$ cat config.mk
export PLATFORM = sky130hd
export DESIGN_NAME = fifo_sync_prog_flat
export DESIGN_NICKNAME = d
export VERILOG_FILES = /design/src/rtl/fifo_config.sv /design/src/rtl/fifo_sync_prog_if.sv /design/src/rtl/fifo_ram.sv /design/src/rtl/fifo_sync_prog.sv /design/src/flat_wrapper.sv
export SDC_FILE = /design/constraint.sdc
export NUM_CORES = 1
export LEC_CHECK = 0
export CORE_MARGIN = 1
export CORE_UTILIZATION = 50
export CTS_CLUSTER_DIAMETER = 60
export CTS_CLUSTER_SIZE = 20
export DETAILED_ROUTE_END_ITERATION = 10
export PLACE_DENSITY_LB_ADDON = 0.25
export SYNTH_ARGS = -nofsm -noshare
export SYNTH_HDL_FRONTEND = slang
export SYNTH_HIERARCHICAL = 1
export SYNTH_SLANG_ARGS = --single-unit
$ cat constraint.sdc
create_clock -name clk -period 8.01 [get_ports clk]
set_input_delay 0.801 -clock clk [delete_from_list [all_inputs] [get_ports clk]]
set_output_delay 0.801 -clock clk [all_outputs]
set_load 0.005 [all_outputs]
$ cat src/rtl/fifo_config.sv
// rtl/fifo_config.sv - shared FIFO configuration defaults and types
package fifo_config;

    localparam int DATA_WIDTH = 8;
    localparam int DEPTH      = 16;
    localparam int FWFT       = 0;
    localparam int AF_THRESH  = DEPTH - 2;
    localparam int AE_THRESH  = 1;
    localparam int SETUP_TIME = 1;
    localparam int HOLD_TIME  = 1;

    localparam int ADDR_W = $clog2(DEPTH);
    localparam int CNT_W  = ADDR_W + 1;

    typedef enum logic {
        FIFO_STD  = 1'b0,
        FIFO_FWFT = 1'b1
    } fifo_mode_e;

endpackage

$ cat src/rtl/fifo_sync_prog_if.sv
// rtl/fifo_sync_prog_if.sv - push/pull FIFO interface with status signals
interface fifo_if #(
    parameter int DATA_WIDTH = fifo_config::DATA_WIDTH,
    parameter int DEPTH      = fifo_config::DEPTH
);
    localparam int CNT_W = $clog2(DEPTH) + 1;

    logic                  push;
    logic [DATA_WIDTH-1:0] din;
    logic                  pull;
    logic [DATA_WIDTH-1:0] dout;
    logic                  empty;
    logic                  full;
    logic                  almost_empty;
    logic                  almost_full;
    logic [CNT_W-1:0]      count;
    logic                  overflow;
    logic                  underflow;
    logic                  err_clr;

    modport master (
        output push, din, pull, err_clr,
        input  dout, empty, full, almost_empty, almost_full, count, overflow, underflow
    );

    modport slave (
        input  push, din, pull, err_clr,
        output dout, empty, full, almost_empty, almost_full, count, overflow, underflow
    );

endinterface

$ cat src/rtl/fifo_ram.sv
// rtl/fifo_ram.sv - dual-port array, synchronous write, asynchronous read
module fifo_ram #(
    parameter int DATA_WIDTH = 8,
    parameter int DEPTH      = 16
) (
    input  logic                     clk,
    input  logic                     we,
    input  logic [$clog2(DEPTH)-1:0] waddr,
    input  logic [DATA_WIDTH-1:0]    wdata,
    input  logic [$clog2(DEPTH)-1:0] raddr,
    output logic [DATA_WIDTH-1:0]    rdata
);
    logic [DATA_WIDTH-1:0] mem [DEPTH];

    always_ff @(posedge clk) begin
        if (we) begin
            mem[waddr] <= wdata;
        end
    end

    assign rdata = mem[raddr];

endmodule

$ cat src/rtl/fifo_sync_prog.sv
// rtl/fifo_sync_prog.sv - parametrised synchronous FIFO, std/FWFT read, status and error flags
module fifo_sync_prog
    import fifo_config::fifo_mode_e;
    import fifo_config::FIFO_STD;
    import fifo_config::FIFO_FWFT;
#(
    parameter int DATA_WIDTH = fifo_config::DATA_WIDTH,
    parameter int DEPTH      = fifo_config::DEPTH,
    parameter int FWFT       = fifo_config::FWFT,
    parameter int AF_THRESH  = DEPTH - 2,
    parameter int AE_THRESH  = fifo_config::AE_THRESH
) (
    input  logic  clk,
    input  logic  res,
    fifo_if.slave f
);
    localparam int ADDR_W = $clog2(DEPTH);
    localparam int CNT_W  = ADDR_W + 1;
    localparam fifo_mode_e MODE = (FWFT != 0) ? FIFO_FWFT : FIFO_STD;

    if ((DEPTH < 2) || ((DEPTH & (DEPTH - 1)) != 0)) begin : g_bad_depth
        $error("fifo_sync_prog: DEPTH must be a power of two >= 2");
    end
    if (AF_THRESH > DEPTH) begin : g_bad_af
        $error("fifo_sync_prog: AF_THRESH exceeds DEPTH");
    end
    if (AE_THRESH >= DEPTH) begin : g_bad_ae
        $error("fifo_sync_prog: AE_THRESH must be below DEPTH");
    end

    logic [ADDR_W-1:0]     wr_ptr_q, wr_ptr_d;
    logic [ADDR_W-1:0]     rd_ptr_q, rd_ptr_d;
    logic [CNT_W-1:0]      count_q, count_d;
    logic                  overflow_q, overflow_d;
    logic                  underflow_q, underflow_d;
    logic                  empty, full, wr_en, rd_en;
    logic [DATA_WIDTH-1:0] ram_rdata;

    // All flags come from the registered count only.
    assign empty = (count_q == '0);
    assign full  = (count_q == CNT_W'(DEPTH));
    assign rd_en = f.pull & ~empty;
    assign wr_en = f.push & (~full | rd_en);

    always_comb begin
        wr_ptr_d    = wr_ptr_q;
        rd_ptr_d    = rd_ptr_q;
        count_d     = count_q;
        overflow_d  = overflow_q;
        underflow_d = underflow_q;
        if (wr_en) wr_ptr_d = wr_ptr_q + ADDR_W'(1);
        if (rd_en) rd_ptr_d = rd_ptr_q + ADDR_W'(1);
        case ({wr_en, rd_en})
            2'b10:   count_d = count_q + CNT_W'(1);
            2'b01:   count_d = count_q - CNT_W'(1);
            default: count_d = count_q;
        endcase
        // Clear first so a same-cycle error event wins.
        if (f.err_clr) begin
            overflow_d  = 1'b0;
            underflow_d = 1'b0;
        end
        if (f.push & full & ~f.pull) overflow_d  = 1'b1;
        if (f.pull & empty)          underflow_d = 1'b1;
    end

    always_ff @(posedge clk) begin
        if (res) begin
            wr_ptr_q    <= '0;
            rd_ptr_q    <= '0;
            count_q     <= '0;
            overflow_q  <= 1'b0;
            underflow_q <= 1'b0;
        end else begin
            wr_ptr_q    <= wr_ptr_d;
            rd_ptr_q    <= rd_ptr_d;
            count_q     <= count_d;
            overflow_q  <= overflow_d;
            underflow_q <= underflow_d;
        end
    end

    fifo_ram #(
        .DATA_WIDTH(DATA_WIDTH),
        .DEPTH     (DEPTH)
    ) u_ram (
        .clk  (clk),
        .we   (wr_en & ~res),
        .waddr(wr_ptr_q),
        .wdata(f.din),
        .raddr(rd_ptr_q),
        .rdata(ram_rdata)
    );

    if (MODE == FIFO_FWFT) begin : g_fwft
        assign f.dout = ram_rdata;
    end else begin : g_std
        logic [DATA_WIDTH-1:0] dout_q, dout_d;

        always_comb begin
            dout_d = dout_q;
            if (rd_en) dout_d = ram_rdata;
        end

        always_ff @(posedge clk) begin
            if (res) dout_q <= '0;
            else     dout_q <= dout_d;
        end

        assign f.dout = dout_q;
    end

    assign f.empty        = empty;
    assign f.full         = full;
    assign f.almost_empty = (count_q <= CNT_W'(AE_THRESH));
    assign f.almost_full  = (count_q >= CNT_W'(AF_THRESH));
    assign f.count        = count_q;
    assign f.overflow     = overflow_q;
    assign f.underflow    = underflow_q;

endmodule

$ cat src/flat_wrapper.sv
// flat-port wrapper written by rule: the top's interface ports become plain ports
module fifo_sync_prog_flat import fifo_config::fifo_mode_e; import fifo_config::FIFO_STD; import fifo_config::FIFO_FWFT;
#(
    parameter int DATA_WIDTH = fifo_config::DATA_WIDTH,
    parameter int DEPTH      = fifo_config::DEPTH,
    parameter int FWFT       = fifo_config::FWFT,
    parameter int AF_THRESH  = DEPTH - 2,
    parameter int AE_THRESH  = fifo_config::AE_THRESH
)
  (clk, res, f_push, f_din, f_pull, f_err_clr, f_dout, f_empty, f_full, f_almost_empty, f_almost_full, f_count, f_overflow, f_underflow);
  fifo_if #(.DATA_WIDTH(DATA_WIDTH), .DEPTH(DEPTH)) f_i ();
  input  logic clk;
  input  logic res;
  input wire logic [$bits(f_i.push)-1:0] f_push;
  input wire logic [$bits(f_i.din)-1:0] f_din;
  input wire logic [$bits(f_i.pull)-1:0] f_pull;
  input wire logic [$bits(f_i.err_clr)-1:0] f_err_clr;
  output wire logic [$bits(f_i.dout)-1:0] f_dout;
  output wire logic [$bits(f_i.empty)-1:0] f_empty;
  output wire logic [$bits(f_i.full)-1:0] f_full;
  output wire logic [$bits(f_i.almost_empty)-1:0] f_almost_empty;
  output wire logic [$bits(f_i.almost_full)-1:0] f_almost_full;
  output wire logic [$bits(f_i.count)-1:0] f_count;
  output wire logic [$bits(f_i.overflow)-1:0] f_overflow;
  output wire logic [$bits(f_i.underflow)-1:0] f_underflow;
  assign f_i.push = f_push;
  assign f_i.din = f_din;
  assign f_i.pull = f_pull;
  assign f_i.err_clr = f_err_clr;
  assign f_dout = f_i.dout;
  assign f_empty = f_i.empty;
  assign f_full = f_i.full;
  assign f_almost_empty = f_i.almost_empty;
  assign f_almost_full = f_i.almost_full;
  assign f_count = f_i.count;
  assign f_overflow = f_i.overflow;
  assign f_underflow = f_i.underflow;
  fifo_sync_prog #(.DATA_WIDTH(DATA_WIDTH), .DEPTH(DEPTH), .FWFT(FWFT), .AF_THRESH(AF_THRESH), .AE_THRESH(AE_THRESH)) u_core (.clk(clk), .res(res), .f(f_i));
endmodule
==> flow_metrics.py, run 1 <==
metrics = {
    "placement": {
        "dp_slack_ns": 4.01,
        "dp_hpwl_mm": 7.39,
        "dp_cells": 527,
        "portBuffers": 31,
        "place_congestion": 0.836,
        "placed_area_sq_um": 6550,
    },
    "critical_path": {
        "start_kind": "input port",
        "r2r_slack_ns": 4.59,
        "criticalPathCategory": "in2reg",
        "critPathMaxFanout": 28,
        "worst_setup_path_end_kind": "flip-flop",
        "worstPathRequired_ns": 8.04,
        "worstPathArrival_ns": 3.58,
    },
    "clock_network": {
        "cts_tree": "built",
        "clk_latency_ns": 0.41,
        "htreeDepth": 4,
        "postCtsHoldBufs": 0,
        "cts_buffers": 17,
        "cts_setup_buffers": 0,
        "clkSinkCount": 151,
        "path_clk_slew_ns": 0.06,
        "clockBufferDepth": 2,
        "ctsResizeCount": 0,
        "cts_root_buf": "clkbuf_16",
    },
    "finish": {
        "n_antenna_cell": 0,
        "final_cells": 559,
        "syn_to_final_growth_pct": 15.2,
        "fin_area_sq_um": 7100,
        "fill_cells": 908,
        "final_layout_size_suffix_gt1_share_pct": 11.9,
        "nets": 419,
    },
    "routing": {
        "drt-vias-per-instance": 5.82,
        "met1Wirelength_mm": 4.97,
        "drtIter0Drc": 400,
        "ant_nets": 0,
        "num_vias": 3254,
        "firstDrtPassIters": 4,
        "wl_met3_microns": 676,
        "drc": 0,
        "top_layer": "met4",
        "postRouteWirelength_mm": 11.8,
        "routedWlPerCell_microns": 21.2,
        "route.met2.wl_mm": 5.99,
    },
    "yosys": {
        "synth_top_area_cell": "edfxtp_1",
        "syn-num-nets": 385,
        "synthCells": 365,
        "synthTopCellsByCount": "edfxtp_1 (128), nor2_1 (31), nand2_1 (29)",
        "synth_seq_cells": 151,
        "yosysWarnings": 6,
        "synth_ff_type": "edfxtp_1",
        "synth.distinct_cells": 48,
        "yosysSeqAreaShare_pct": 69.8,
        "synth_most_common_cell": "edfxtp_1",
        "synth_top_cell_area_share_pct": 62.3,
        "synth_edf_count": 128,
        "synthesis.area_per_instance_sq_um": 16.9,
        "async_flop_share_pct": 0,
        "synthesis.area_sq_um": 6170,
        "synth_area_leaders": "edfxtp_1 (62%), dfxtp_1 (7.5%), mux4_2 (6.6%)",
    },
    "pwr": {
        "swShare_pct": 26.0,
        "intPower_mw": 1.57,
        "p_total_mw": 2.12,
        "leakagePower_nw": 2.32,
        "power_frac_seq_pct": 43.8,
        "ir_drop_uv": 205,
        "pwr-share-comb_pct": 21.2,
        "p_switching_mw": 0.550,
        "power_density_nw_per_um2": 298,
        "clock_power_share_pct": 35.0,
    },
    "sta": {
        "finalCriticalPeriod_ns": 3.55,
        "rsz0062_at_grt": "false",
        "fin_tns_setup_ns": 0,
        "fin_crit_sh_pct": 44.3,
        "worst_slack_ns": 4.46,
        "setup_viol_count_final": 0,
        "max_slew_margin_pct": 18.8,
        "slew_violations": 0,
        "final-hold-violation-count": 0,
        "clock_skew_ns": 0.00601,
        "fmax_mhz": 282,
        "worstMarginPinSlew_ns": 1.21,
    },
    "flow_run": {
        "drv_cap": 0,
    },
    "global_routing": {
        "grt_pass1_wl_mm": 18.4,
        "grt_antenna_before_repair": 0,
        "overflow": 0,
        "grt_pass1_vias": 3281,
        "grt_max_degree": 36,
        "grt_util_all_layers_pct": 20.5,
    },
    "die": {
        "rows": 40,
        "die_x_microns": 113,
        "num_io_pins": 32,
        "die_y_microns": 113,
        "start_util_pct": 51.4,
        "core-area_sq_um": 12000,
        "dieArea_sq_um": 12800,
    },
    "min_path": {
        "hp-class": "reg2reg",
    },
    "status": {
        "status": "finished clean",
    },
}
==> final timing paths <==
| check | start | end | cells after the start |
|---|---|---|---|
| max | res | u_core/u_ram/mem[0][0] | 4 |
| min | u_core/f.dout[4] | u_core/f.dout[4] | 2 |
| max reg2reg | u_core/f.count[1] | u_core/u_ram/mem[0][0] | 7 |
| min reg2reg | u_core/f.dout[4] | u_core/f.dout[4] | 2 |
==> worst max-delay path, cell delays in order <==
cell             delay [ns]
clkdlybuf4s50_1        0.91
nor2_1                 0.55
or3b_2                 0.54
nor3_1                 0.77
==> cell usage in the layout (no fill, tap or decap), types with 5 or more instances in the layout <==
master	n
clkbuf_1	5
clkdlybuf4s50_1	31
nand2_1	29
inv_1	8
ha_1	7
nor3_1	8
edfxtp_1	128
mux4_1	14
mux4_2	18
nand2b_1	5
clkbuf_16	17
a21oi_1	14
dfxtp_1	22
a22oi_1	18
nor2_1	31
==> layout make-up <==
| type | count | area (sq um) | share of cell area (%) |
|---|---|---|---|
| repair buffers | 33 | 325 | 4.58 |
| multi-input cells | 188 | 1710 | 24.1 |
| flip-flops and latches | 151 | 4310 | 60.6 |
| inverters | 8 | 30.0 | 0.423 |
| clock inverters | 10 | 105 | 1.48 |
| well taps | 147 | 184 | 2.59 |
| clock buffers | 22 | 444 | 6.25 |
==> power by group through the flow <==
stage / combinational (mW) / clock [mW] / sequential (mW)
after CTS: 0.451 / 0.756 / 0.927
after detailed placement: 0.450 / 0 / 0.943
after global routing: 0.492 / 0.784 / 0.933
after global placement: 0.444 / 0 / 0.941
after floorplan: 0.316 / 0 / 0.929
final: 0.448 / 0.741 / 0.927
==> sequential cells by signal, summed over array words and instances (netlist names) <==
register            count
u_core/u_ram/mem      128
u_core/f.dout           8
u_core/f.count          5
u_core/rd_ptr_q         4
u_core/wr_ptr_q         4
u_core/f.overflow       1
u_core/f.underflow      1
==> metrics by stage <==
stage	util [%]	hold slack (ns)
finish	59.1	0.454
global placement	54.6	0.442
detailed placement	54.6	0.446
floorplan	-	0.453
CTS	59.1	0.453
global route	59.1	0.471
==> cells by family after synthesis <==
logic type | synth area share [%]
and+or+nand+nor | 7.40
DFF | 69.8
AOI/OAI and AO/OA | 4.83
muxes | 13.1
xor gates and xnor gates | 0.994
buffers and inverters | 2.52
adders and majority gates | 1.42
==> per-layer routing <==
layer	up-vias	GRT usage [%]
met2	112	33.3
met5	-	0
met1	1621	26.5
li1	1507	-
met3	14	5.68
met4	0	7.98
Power figures use the tool's default switching activity.
==> run 2: changes to the inputs <==
==> constraint.sdc (replaced) <==
create_clock -name clk -period 3.48 [get_ports clk]
set_input_delay 0.348 -clock clk [delete_from_list [all_inputs] [get_ports clk]]
set_output_delay 0.348 -clock clk [all_outputs]
set_load 0.005 [all_outputs]
==> run 2 against run 1 <==
  * Register-to-register slack worse by 4.2 ns
  * Via count up 1.9%
  * Clock-buffer cell count down 4
  * Final cell count up 1.1%
  * Global-route usage up 0.44 points
==> flow_metrics.py, run 2 (synthesis results as in run 1) <==
metrics = {
    "die": {
        "rows": 40,
        "dieArea_sq_um": 12800,
        "core-area_sq_um": 12000,
        "start_util_pct": 51.4,
        "num_io_pins": 32,
        "die_x_microns": 113,
        "die_y_microns": 113,
    },
    "pwr": {
        "leakagePower_nw": 2.40,
        "clock_power_share_pct": 38.8,
        "power_density_nw_per_um2": 714,
        "p_total_mw": 5.19,
        "power_frac_seq_pct": 42.3,
        "pwr-share-comb_pct": 18.8,
        "p_switching_mw": 1.28,
        "intPower_mw": 3.91,
        "ir_drop_uv": 528,
        "swShare_pct": 24.7,
    },
    "sta": {
        "final-hold-violation-count": 0,
        "fmax_mhz": 326,
        "finalCriticalPeriod_ns": 3.07,
        "fin_crit_sh_pct": 88.2,
        "max_slew_margin_pct": 37.4,
        "rsz0062_at_grt": "false",
        "slew_violations": 0,
        "worstMarginPinSlew_ns": 0.939,
        "setup_viol_count_final": 0,
        "fin_tns_setup_ns": 0,
        "clock_skew_ns": 0.00802,
    },
    "critical_path": {
        "r2r_slack_ns": 0.41,
        "start_kind": "flip-flop",
        "criticalPathCategory": "reg2reg",
        "worstPathRequired_ns": 3.53,
        "worstPathArrival_ns": 3.12,
        "worst_setup_path_end_kind": "flip-flop",
        "critPathMaxFanout": 11,
    },
    "flow_run": {
        "drv_cap": 0,
    },
    "placement": {
        "dp_cells": 534,
        "placed_area_sq_um": 6610,
        "dp_hpwl_mm": 7.76,
        "place_congestion": 0.808,
        "portBuffers": 31,
    },
    "routing": {
        "drtIter0Drc": 399,
        "drt-vias-per-instance": 5.87,
        "drc": 0,
        "ant_nets": 0,
        "num_vias": 3315,
        "routedWlPerCell_microns": 21.6,
        "postRouteWirelength_mm": 12.2,
        "firstDrtPassIters": 5,
    },
    "global_routing": {
        "grt_antenna_before_repair": 0,
        "grt_pass1_wl_mm": 18.6,
        "grt_util_all_layers_pct": 21.0,
        "grt_pass1_vias": 3170,
        "grt_max_degree": 36,
        "overflow": 0,
    },
    "clock_network": {
        "clk_latency_ns": 0.42,
        "cts_setup_buffers": 0,
        "cts_buffers": 17,
        "cts_root_buf": "clkbuf_16",
        "path_clk_slew_ns": 0.06,
        "clkSinkCount": 151,
        "cts_tree": "built",
        "clockBufferDepth": 2,
        "postCtsHoldBufs": 0,
        "htreeDepth": 4,
        "ctsResizeCount": 0,
    },
    "finish": {
        "nets": 426,
        "syn_to_final_growth_pct": 17.8,
        "final_common_cell": "edfxtp_1",
        "n_antenna_cell": 0,
        "final_layout_size_suffix_gt1_share_pct": 14.6,
        "largest_reg_flops": 128,
        "fin_util_pct": 60.5,
        "final_cell_mix": "edfxtp_1 (128), clkdlybuf4s50_1 (31), nor2_1 (31)",
        "final_cells": 565,
        "top_register": "u_core/u_ram/mem",
        "fin_area_sq_um": 7260,
    },
    "status": {
        "status": "finished clean",
    },
    "min_path": {
        "hp-class": "reg2reg",
    },
}
## run 2: critical path: stages, from the launching register on
cell and delay [ns]:
dfxtp_1 0.52, inv_1 0.17, ha_1 0.24, nand4bb_1 0.19, o21ai_0 0.21, nor2_1 0.16, buf_4 0.15, or3b_2 0.50
nor2_1 0.57
## run 2: path summary, 6_finish.rpt
kind,start,to,cells after the start
min reg2reg,u_core/f.dout[4],u_core/f.dout[4],2
max,u_core/f.count[1],u_core/u_ram/mem[1][2],8
max reg2reg,u_core/f.count[1],u_core/u_ram/mem[1][2],8
min,u_core/f.dout[4],u_core/f.dout[4],2
## run 2: layer usage
metal / vias to the layer above / part of all wire [%] / GRT usage [%] / routed length [microns]
met5: - / 0 / 0 / 0
met4: 0 / 3.2 / 11.1 / 395
met3: 27 / 7.4 / 5.84 / 898
met2: 139 / 49 / 32.0 / 5910
met1: 1628 / 41 / 27.7 / 4980
li1: 1521 / - / - / -
## run 2: through the flow
stage	hold slack [ns]	setup slack (ns)
floorplan	0.447	0.516
global placement	0.444	0.551
detailed placement	0.450	0.458
CTS	0.458	0.446
global route	0.487	0.165
finish	0.453	0.411
## run 2: area by class of cell
type,count,area (sq um)
timing repair buffer,40,378
tap,147,184
fill,882,4750
inverter,8,30.0
multi-input combinational,188,1710
clock buffer,18,429
clock inverter,13,229
sequential,151,4310
## run 2: power groups by stage
stage	sequential (mW)	clock (mW)	combinational, mW
6_report	2.20	2.02	0.977
5_1_grt	2.22	2.13	1.07
4_1_cts	2.20	2.06	0.987
3_5_place_dp	2.24	0	0.980
3_3_place_gp	2.23	0	0.974
2_1_floorplan	2.14	0	0.728
==> run 3: changes to the inputs <==
--- a/config.mk
+++ b/config.mk
@@ -7,7 +7,6 @@
 export LEC_CHECK = 0
 export CORE_MARGIN = 1
 export CORE_UTILIZATION = 50
-export CTS_CLUSTER_DIAMETER = 60
 export CTS_CLUSTER_SIZE = 20
 export DETAILED_ROUTE_END_ITERATION = 10
 export PLACE_DENSITY_LB_ADDON = 0.25
==> results of run 3 <==
Same layout as run 2: the final DEF is identical, and so are final timing and power.
